File: src/rtl/uc_pkg.sv
// Shared types and encodings for the multicycle MIPS control unit.
// The state list always includes EXC; it is only reachable when the
// UC_EXCEPTION_EN macro is defined.
package uc_pkg;

  // Controller states, in instruction sequencing order
  typedef enum logic [3:0] {
    RST_ST    = 4'd0,
    FETCH     = 4'd1,
    DECODE    = 4'd2,
    MEM_ADDR  = 4'd3,
    MEM_RD    = 4'd4,
    MEM_WB    = 4'd5,
    MEM_WR    = 4'd6,
    R_EXEC    = 4'd7,
    R_WB      = 4'd8,
    ADDI_EXEC = 4'd9,
    ADDI_WB   = 4'd10,
    BRANCH    = 4'd11,
    JUMP      = 4'd12,
    EXC       = 4'd13
  } uc_state_t;

  // Opcodes (IR[31:26])
  localparam logic [5:0] OP_RTYPE = 6'h00;
  localparam logic [5:0] OP_J     = 6'h02;
  localparam logic [5:0] OP_BEQ   = 6'h04;
  localparam logic [5:0] OP_BNE   = 6'h05;
  localparam logic [5:0] OP_ADDI  = 6'h08;
  localparam logic [5:0] OP_LW    = 6'h23;
  localparam logic [5:0] OP_SW    = 6'h2B;

  // R-type function codes (IR[5:0])
  localparam logic [5:0] FN_ADD = 6'h20;
  localparam logic [5:0] FN_SUB = 6'h22;
  localparam logic [5:0] FN_AND = 6'h24;
  localparam logic [5:0] FN_XOR = 6'h26;

  // ULA operation selector codes
  localparam logic [2:0] ULA_LOADA = 3'b000;
  localparam logic [2:0] ULA_ADD   = 3'b001;
  localparam logic [2:0] ULA_SUB   = 3'b010;
  localparam logic [2:0] ULA_AND   = 3'b011;
  localparam logic [2:0] ULA_XOR   = 3'b110;

  // ALU operand B mux encodings
  localparam logic [1:0] SRCB_B      = 2'b00;
  localparam logic [1:0] SRCB_FOUR   = 2'b01;
  localparam logic [1:0] SRCB_IMM    = 2'b10;
  localparam logic [1:0] SRCB_IMM_SH = 2'b11;

  // PC source mux encodings
  localparam logic [1:0] PCSRC_ULA    = 2'b00;
  localparam logic [1:0] PCSRC_ALUOUT = 2'b01;
  localparam logic [1:0] PCSRC_JUMP   = 2'b10;
  localparam logic [1:0] PCSRC_EXC    = 2'b11;

  // Full control vector produced for one state
  typedef struct packed {
    logic       empty_pc;
    logic       pc_write;       // unconditional PC load request
    logic       pc_write_cond;  // branch PC load, qualified by Zero
    logic       ir_write;       // qualified by the wait counter in FETCH
    logic       iord;
    logic       mem_write;
    logic       mem_to_reg;
    logic       reg_dst;
    logic       reg_write;
    logic       alu_src_a;
    logic [1:0] alu_src_b;
    logic [1:0] pc_source;
    logic [2:0] seletor;
    logic       epc_write;
  } ctrl_t;

  // True for the R-type functions this datapath implements
  function automatic logic funct_valid(input logic [5:0] funct);
    return (funct == FN_ADD) || (funct == FN_SUB) ||
           (funct == FN_AND) || (funct == FN_XOR);
  endfunction

  // ULA selector for an R-type function; LOADA for anything unknown
  function automatic logic [2:0] funct_to_ula(input logic [5:0] funct);
    logic [2:0] sel;
    sel = ULA_LOADA;
    case (funct)
      FN_ADD:  sel = ULA_ADD;
      FN_SUB:  sel = ULA_SUB;
      FN_AND:  sel = ULA_AND;
      FN_XOR:  sel = ULA_XOR;
      default: sel = ULA_LOADA;
    endcase
    return sel;
  endfunction

  // Only arithmetic R-type functions can raise a meaningful overflow
  function automatic logic funct_arith(input logic [5:0] funct);
    return (funct == FN_ADD) || (funct == FN_SUB);
  endfunction

endpackage

File: src/rtl/uc_out_decode.sv
// Combinational state -> control vector decoder for uc_multiciclo.
// Funct is consulted only to pick the ULA operation in R_EXEC.
// The EXC row is populated only when UC_EXCEPTION_EN is defined.
module uc_out_decode
  import uc_pkg::*;
(
  input  uc_state_t   state,
  input  logic [5:0]  funct,
  output ctrl_t       ctrl
);

  // Moore decode: every field defaults to 0 and each state sets its own
  always_comb begin
    ctrl = '0;
    case (state)
      RST_ST: begin
        ctrl.empty_pc = 1'b1;
      end
      FETCH: begin
        ctrl.iord      = 1'b0;
        ctrl.alu_src_a = 1'b0;
        ctrl.alu_src_b = SRCB_FOUR;
        ctrl.seletor   = ULA_ADD;
        ctrl.pc_source = PCSRC_ULA;
        ctrl.ir_write  = 1'b1;
        ctrl.pc_write  = 1'b1;
      end
      DECODE: begin
        // Precompute the branch target into ALUOut
        ctrl.alu_src_a = 1'b0;
        ctrl.alu_src_b = SRCB_IMM_SH;
        ctrl.seletor   = ULA_ADD;
      end
      MEM_ADDR: begin
        ctrl.alu_src_a = 1'b1;
        ctrl.alu_src_b = SRCB_IMM;
        ctrl.seletor   = ULA_ADD;
      end
      MEM_RD: begin
        ctrl.iord = 1'b1;
      end
      MEM_WB: begin
        ctrl.reg_dst    = 1'b0;
        ctrl.mem_to_reg = 1'b1;
        ctrl.reg_write  = 1'b1;
      end
      MEM_WR: begin
        ctrl.iord      = 1'b1;
        ctrl.mem_write = 1'b1;
      end
      R_EXEC: begin
        ctrl.alu_src_a = 1'b1;
        ctrl.alu_src_b = SRCB_B;
        ctrl.seletor   = funct_to_ula(funct);
      end
      R_WB: begin
        ctrl.reg_dst    = 1'b1;
        ctrl.reg_write  = 1'b1;
        ctrl.mem_to_reg = 1'b0;
      end
      ADDI_EXEC: begin
        ctrl.alu_src_a = 1'b1;
        ctrl.alu_src_b = SRCB_IMM;
        ctrl.seletor   = ULA_ADD;
      end
      ADDI_WB: begin
        ctrl.reg_dst   = 1'b0;
        ctrl.reg_write = 1'b1;
      end
      BRANCH: begin
        ctrl.alu_src_a     = 1'b1;
        ctrl.alu_src_b     = SRCB_B;
        ctrl.seletor       = ULA_SUB;
        ctrl.pc_source     = PCSRC_ALUOUT;
        ctrl.pc_write_cond = 1'b1;
      end
      JUMP: begin
        ctrl.pc_source = PCSRC_JUMP;
        ctrl.pc_write  = 1'b1;
      end
`ifdef UC_EXCEPTION_EN
      EXC: begin
        // PC was already advanced in FETCH; PC-4 goes to EPC
        ctrl.alu_src_a = 1'b0;
        ctrl.alu_src_b = SRCB_FOUR;
        ctrl.seletor   = ULA_SUB;
        ctrl.epc_write = 1'b1;
        ctrl.pc_source = PCSRC_EXC;
        ctrl.pc_write  = 1'b1;
      end
`endif
      default: begin
        ctrl = '0;
      end
    endcase
  end

endmodule

File: src/rtl/uc_multiciclo.sv
// Multicycle MIPS control FSM (lw, sw, add/sub/and/xor, addi, beq, bne, j).
// Optional feature macro: UC_EXCEPTION_EN enables the EXC state
// (overflow on add/sub/addi and invalid Op/Funct trap to EXC_VECTOR).
// Without it, overflow is ignored and invalid instructions act as NOPs.
// dbg_state mirrors the state register for observation.
module uc_multiciclo
  import uc_pkg::*;
#(
  parameter int          MEM_WAIT   = 1,
  parameter logic [31:0] EXC_VECTOR = 32'h0000_00FF
) (
  input  logic       Clk,
  input  logic       Reset,
  input  logic [5:0] Op,
  input  logic [5:0] Funct,
  input  logic       Zero,
  input  logic       Overflow,
  output logic       Empty_PC,
  output logic       Load_PC,
  output logic       IRWrite,
  output logic       IorD,
  output logic       MemWrite,
  output logic       MemtoReg,
  output logic       RegDst,
  output logic       RegWrite,
  output logic       ALUSrcA,
  output logic [1:0] ALUSrcB,
  output logic [1:0] PCSource,
  output logic [2:0] Seletor_ULA,
  output logic       EPCWrite,
  output uc_state_t  dbg_state
);

  localparam logic [1:0] WAIT_INIT = 2'(MEM_WAIT);

  uc_state_t  state;
  logic [1:0] wait_cnt;
  logic       wait_done;
  logic       is_beq;
  ctrl_t      ctrl;

  // The vector itself is consumed by the datapath mux, not here
  logic [31:0] unused_exc_vector;
  assign unused_exc_vector = EXC_VECTOR;

`ifndef UC_EXCEPTION_EN
  logic unused_overflow;
  assign unused_overflow = Overflow;
`endif

  assign wait_done = (wait_cnt == 2'd0);
  assign is_beq    = (Op == OP_BEQ);

  // State register and memory wait counter; counter reloads on every
  // entry into FETCH or MEM_RD and those states hold until it reaches 0
  always_ff @(posedge Clk or negedge Reset) begin
    if (!Reset) begin
      state    <= RST_ST;
      wait_cnt <= WAIT_INIT;
    end else begin
      case (state)
        RST_ST: begin
          state    <= FETCH;
          wait_cnt <= WAIT_INIT;
        end
        FETCH: begin
          if (!wait_done) wait_cnt <= wait_cnt - 2'd1;
          else            state    <= DECODE;
        end
        DECODE: begin
          case (Op)
            OP_RTYPE:      state <= R_EXEC;
            OP_LW, OP_SW:  state <= MEM_ADDR;
            OP_ADDI:       state <= ADDI_EXEC;
            OP_BEQ,OP_BNE: state <= BRANCH;
            OP_J:          state <= JUMP;
            default: begin
`ifdef UC_EXCEPTION_EN
              state    <= EXC;
`else
              state    <= FETCH;
              wait_cnt <= WAIT_INIT;
`endif
            end
          endcase
        end
        MEM_ADDR: begin
          if (Op == OP_LW) begin
            state    <= MEM_RD;
            wait_cnt <= WAIT_INIT;
          end else begin
            state    <= MEM_WR;
          end
        end
        MEM_RD: begin
          if (!wait_done) wait_cnt <= wait_cnt - 2'd1;
          else            state    <= MEM_WB;
        end
        R_EXEC: begin
          if (!funct_valid(Funct)) begin
`ifdef UC_EXCEPTION_EN
            state    <= EXC;
`else
            state    <= FETCH;
            wait_cnt <= WAIT_INIT;
`endif
          end
`ifdef UC_EXCEPTION_EN
          else if (Overflow && funct_arith(Funct)) begin
            state <= EXC;
          end
`endif
          else begin
            state <= R_WB;
          end
        end
        ADDI_EXEC: begin
`ifdef UC_EXCEPTION_EN
          if (Overflow) state <= EXC;
          else          state <= ADDI_WB;
`else
          state <= ADDI_WB;
`endif
        end
        MEM_WB, MEM_WR, R_WB, ADDI_WB, BRANCH, JUMP, EXC: begin
          state    <= FETCH;
          wait_cnt <= WAIT_INIT;
        end
        default: begin
          state    <= RST_ST;
          wait_cnt <= WAIT_INIT;
        end
      endcase
    end
  end

  uc_out_decode u_out_decode (
    .state (state),
    .funct (Funct),
    .ctrl  (ctrl)
  );

  // FETCH only commits IR and PC on its final wait cycle; the branch
  // load is the one Mealy term (taken on Zero for beq, on !Zero for bne)
  assign IRWrite     = ctrl.ir_write & wait_done;
  assign Load_PC     = (ctrl.pc_write & wait_done) |
                       (ctrl.pc_write_cond & ~(Zero ^ is_beq));
  assign Empty_PC    = ctrl.empty_pc;
  assign IorD        = ctrl.iord;
  assign MemWrite    = ctrl.mem_write;
  assign MemtoReg    = ctrl.mem_to_reg;
  assign RegDst      = ctrl.reg_dst;
  assign RegWrite    = ctrl.reg_write;
  assign ALUSrcA     = ctrl.alu_src_a;
  assign ALUSrcB     = ctrl.alu_src_b;
  assign PCSource    = ctrl.pc_source;
  assign Seletor_ULA = ctrl.seletor;
  assign EPCWrite    = ctrl.epc_write;
  assign dbg_state   = state;

endmodule

File: config.mk
export PLATFORM = sky130hd
export DESIGN_NAME = uc_multiciclo
export DESIGN_NICKNAME = d
export VERILOG_FILES = /design/src/rtl/uc_pkg.sv /design/src/rtl/uc_out_decode.sv /design/src/rtl/uc_multiciclo.sv
export SDC_FILE = /design/constraint.sdc
export NUM_CORES = 1
export LEC_CHECK = 0
export ABC_AREA = 1
export BUFFER_PORTS_ARGS = -buffer_cell sky130_fd_sc_hd__buf_4
export CORE_MARGIN = 2
export CORE_UTILIZATION = 30
export DETAILED_ROUTE_END_ITERATION = 10
export PLACE_DENSITY = 0.62
export SLEW_MARGIN = 20
export SYNTH_ARGS = -nofsm -noshare
export SYNTH_HDL_FRONTEND = slang
export SYNTH_SLANG_ARGS = --single-unit
File: constraint.sdc
create_clock -name Clk -period 1.7 [get_ports Clk]
set_input_delay 0.255 -clock Clk [delete_from_list [all_inputs] [get_ports Clk]]
set_output_delay 0.255 -clock Clk [all_outputs]
set_load 0.02 [all_outputs]
# Word-level counts from Yosys, hierarchy flattened
# Index checks and enable logic that the tools add are counted.
dict set report word_totals {
  inputBits 16
  ff_bits 6
  elab_cells 81
}
dict set report classes {
  mux 23
  addsub 1
  n_reduce_logical 19
  n_bitwise 7
  n_eq_ne 29
}
# operator n
set ops {}
lappend ops {{6-bit == test, second input constant} 6}
lappend ops {{4-bit one-hot mux with 7 select lines} 1}
lappend ops {{4-bit == test, second input constant} 6}
lappend ops {{3-bit one-hot mux with 4 select lines} 2}
lappend ops {{4-bit one-hot mux with 5 select lines} 1}
lappend ops {{4-bit by 3-bit == test with 1-bit output, second input constant} 4}
lappend ops {{2-bit OR reduction} 8}
lappend ops {{6-bit by 3-bit == test with 1-bit output, second input constant} 2}
lappend ops {{4-bit two-way mux} 3}
lappend ops {{2-bit inequality test, second input constant} 6}
lappend ops {{2-bit two-way mux} 5}
lappend ops {{2-bit one-hot mux with 5 select lines} 1}
lappend ops {{3-bit one-hot mux with 3 select lines} 1}
lappend ops {{4-bit by 2-bit == test with 1-bit output, second input constant} 2}
lappend ops {{2-bit one-hot mux with 2 select lines} 2}
lappend ops {{8-bit OR reduction} 1}
lappend ops {{1-bit two-way mux} 7}
lappend ops {{7-bit OR reduction} 1}
lappend ops {{6-bit by 2-bit == test with 1-bit output, second input constant} 1}
lappend ops {{6-bit by 4-bit == test with 1-bit output, second input constant} 1}
lappend ops {{6-bit zero test} 1}
lappend ops {{5-bit AND reduction} 1}
lappend ops {{4-bit by 1-bit == test with 1-bit output, second input constant} 1}
lappend ops {{4-bit zero test} 1}
lappend ops {{9 further kinds} 14}

# Longest topological paths before layout
dict set report logic_depth {
  depth_word 6
  mapped_depth 10
}

# By module
# From an unflattened synthesis, not the netlist that was laid out.
dict set report hier_totals {
  hier_cells 153
  area_unflattened_um2 820.8
}
# module cells_each area_per_inst_um2 instances seq_area_each_um2
set modules_own_cells {}
lappend modules_own_cells {uc_multiciclo 102 603.1 1 151.4}
lappend modules_own_cells {uc_out_decode 51 217.7 1 0.0}

# Worst setup path before layout
# Ideal clock, no wire load.
dict set report synth_path {
  kind {reg2out}
  start {register state[2], in the netlist dbg_state[2]}
  end {output Load_PC}
  slack_ns -0.191
  n_path_buf 0
  stages_incl_launch_ff 6
  arrival_time_ns 1.636
  path_cell_list {dfrtp_1 -> inv_1 -> nand2_1 -> nor2_1 -> nand2_1 -> o21ai_0}
}
dict set report synth_via {
  elab_chain_len 5
}
# element line_no
set synth_rtl {}
lappend synth_rtl {{start: declaration} uc_multiciclo.sv:36} ;# uc_state_t state;
lappend synth_rtl {{start signal: assignment} uc_multiciclo.sv:58} ;# state <= RST_ST;
lappend synth_rtl {{start signal: assignment} uc_multiciclo.sv:63} ;# state <= FETCH;
lappend synth_rtl {{start signal: assignment} uc_multiciclo.sv:68} ;# else state <= DECODE;
lappend synth_rtl {{4-bit == test / 4-bit by 1-bit == test with 1-bit output (equally long branches)} uc_out_decode.sv:15} ;# case (state)
lappend synth_rtl {{2-bit OR reduction (no line)} n/a}
lappend synth_rtl {{1-bit two-way mux} uc_out_decode.sv:15}
lappend synth_rtl {{1-bit AND} uc_multiciclo.sv:146} ;# assign Load_PC = (ctrl.pc_write & wait_done) |
lappend synth_rtl {{1-bit OR *} uc_multiciclo.sv:146}
lappend synth_rtl {{end: declaration} uc_multiciclo.sv:19} ;# output logic Load_PC,
# Every way passes the cells marked *; elsewhere a longest branch is shown, timed or not.

# Final worst setup path
dict set report layout_path {
  start {register state[0], in the netlist dbg_state[0]}
  end {output Load_PC}
}
# Same word-level chain as after synthesis.

==> run metrics <==
internal power=787 uW; Yosys top cell area share=0.192; number of synthesized flops with an enable pin=0; Area contributors post-synth=nand2_1 (19%), dfrtp_1 (18%), inv_1 (13%), nor2_1 (12%), nand3_1 (11%); nature of the critical path endpoint=output port; kind of start point of the critical path=register; Comb pwr share=0.721; std cell rows=17; Max stage delay cell, worst path=dfrtp_2; Synth Flop Type=dfrtp_1; sw frac=0.518; Seq cells post-synth=6; post-placement cell count=188; leakage=~0.00064 uW; pin count of the biggest net entering global routing=8; Routability Congestion=~0.76; vias in the first global route=793; Worst R2R Start=dbg_state[3]$_DFFE_PN0P_; Critical Path Fanout Max=6; wire per inst=about 10 um; worst vdd ir=788 uV; final hold viol count=0; Hold Crit Class=input port to async pin; DR DRC count=0; H-tree Lvls=1; Worst EP required=between 1 and 1.5 ns; Total GRT Usage=0.147; Diodes inserted=0; Worst Setup Path Type=register to output port; Routed Antenna Nets=0; Die W=51.8 um; global-route wire length before repair=3.05 mm; sequential area share after synthesis=0.221; overall die area=2680 um^2; reg2reg path depth=7; minimum clock period=around 1.6 ns; Tcrit/Tclk final=0.966; Nets=~190; Post-DP HPWL=around 1.6 mm; most frequent cells in the layout=buf_4 (39), nand2_1 (33), inv_1 (19), nor2_1 (19), nand3_1 (15); Psw=around 840 uW; crit path cell chain=inv_2 -> nor2_4 -> nand2_4 -> inv_1 -> o21ai_2 -> o21ai_1 -> buf_4; most common cell after layout, fill and taps aside=buf_4; skew final=0.00717 ns; Cells after Synth=approximately 130; clock share of power=0.086; syn avg cell area=approximately 5.4 um^2; Chip Height=between 50 and 60 um; Congestion Overflow GR=0; leading area contributor after synthesis=nand2_1; dpl cell area=~970 um^2; port bufs=34; Sequential Power Share=0.192; R2R Setup Slk=~0.21 ns; Area growth, synth to finish=60.0%; Initial Util=0.312; Final Instance Area=between 1000 and 1500 um^2; CP bufs+invs=3; synth warn=0; Clock Latency Late Sink=approximately 0.24 ns; synth unique cells=22; TritonRoute pass-1 iters=4; Setup crit start=dbg_state[0]$_DFFE_PN0P_; DR iter-0 viols=13; MaxCap Viol Count=0; initial antenna violation count=0; vias per inst=4.60; Layout Cells excl Fill=between 150 and 200; layout cells sized above 1=0.376; Slowest Stage Delay on Critical Path=~0.46 ns; synthesized cell area=around 680 um^2; clock transition at the registers of the reported paths=~0.05 ns; cts bufs inserted=3; max-slew violation count=0; power density over cell area=roughly 1500 nW/um^2; CTS tree=built; maximum clock rate=609 MHz; root buffer cell=clkbuf_4; clk buf depth=2; core region area=approximately 2200 um^2; setup violators final=0; via count=911; Fillers=approximately 240; status=finished clean; top cell family by delay on the critical path=flip-flops; syn nets=144; Ports=37; async set-reset flop share out of synthesis=1.00; WL final=~2 mm; WP data arrival=about 1.4 ns; FF-to-FF End=wait_cnt[0]$_DFFE_PN1P_; clk sinks=6
-- layer usage --
metal / wire length, um / part of all wire / vias to the layer above / GRT usage
li1: - / - / 483 / -
met2: 1040 / 0.52 / 26 / 0.271
met1: 845 / 0.42 / 402 / 0.173
met3: 104 / 0.052 / 0 / 0.0259
met4: 0 / 0 / 0 / 0.0395
met5: 0 / 0 / - / 0
-- power groups by stage --
stage / combinational (uW) / sequential, uW / clock (uW)
2_1_floorplan: 629 / 302 / 0
4_1_cts: 1040 / 284 / 149
3_3_place_gp: 1010 / 275 / 0
5_1_grt: 1300 / 321 / 156
3_5_place_dp: 1020 / 277 / 0
6_report: 1180 / 314 / 141
-- state kept, by name (all words and copies together) (netlist names) --
signal / count
wait_cnt: 2
dbg_state: 4
-- synth_stat cells (2+ instances only) --
cell and number:
nor2_2 3, inv_1 23, dfrtp_1 5, o21ai_0 5, a21oi_1 2, nand4_1 2
nand2_2 2, nor2_1 22, o21ai_1 2, nand2_1 35, nand3_1 15
-- cell type report --
cell class	count	area, um^2	share of cell area
clock buffers	4	26.3	0.0240
inverters	24	90.1	0.0823
multi-input cells	96	484	0.442
flip-flops and latches	6	156	0.143
well taps	28	35.0	0.0320
repair buffers	40	303	0.277
-- per-stage QoR --
step | utilization | hold WS (ns) | setup WS (ns) | total power [uW] | setup TNS, ns
2_1_floorplan | - | -0.0406 | 0.0280 | 930 | 0
3_3_place_gp | 0.443 | 0.0607 | 0.205 | 1280 | 0
3_5_place_dp | 0.443 | 0.0627 | 0.207 | 1300 | 0
4_1_cts | 0.465 | 0.346 | -0.00223 | 1470 | -0.00223
5_1_grt | 0.500 | 0.351 | -0.0190 | 1770 | -0.0529
6_report | 0.500 | 0.348 | 0.0584 | 1630 | 0
-- worst max path at each step --
stage,endpoint,cells past startpoint,slack (ns)
6_report,Load_PC,7,0.06
5_1_grt,Seletor_ULA[1],7,-0.02
4_1_cts,Seletor_ULA[1],7,-0.002
3_5_place_dp,Seletor_ULA[1],7,0.21
3_3_place_gp,Seletor_ULA[1],7,0.20
2_1_floorplan,Load_PC,5,0.03
-- cells by family after synthesis --
| family | Yosys count | synth area share |
|---|---|---|
| simple gates | 82 | 0.514 |
| fa+ha+maj | 1 | 0.0183 |
| buf+inv | 25 | 0.143 |
| other cells | 1 | 0.00548 |
| compound gates | 12 | 0.0987 |
| flops | 6 | 0.221 |
-- timing repair --
action	4_1_cts	5_1_grt
setup endpoints to repair	4	7
cloned	0	0
hold buffers	1	0
gates resized for setup	6	16
endpoints found under the hold margin	6	0
setup buffers	0	5
pin swaps	0	3
Note: power is estimated with default switching activity, not from simulation.
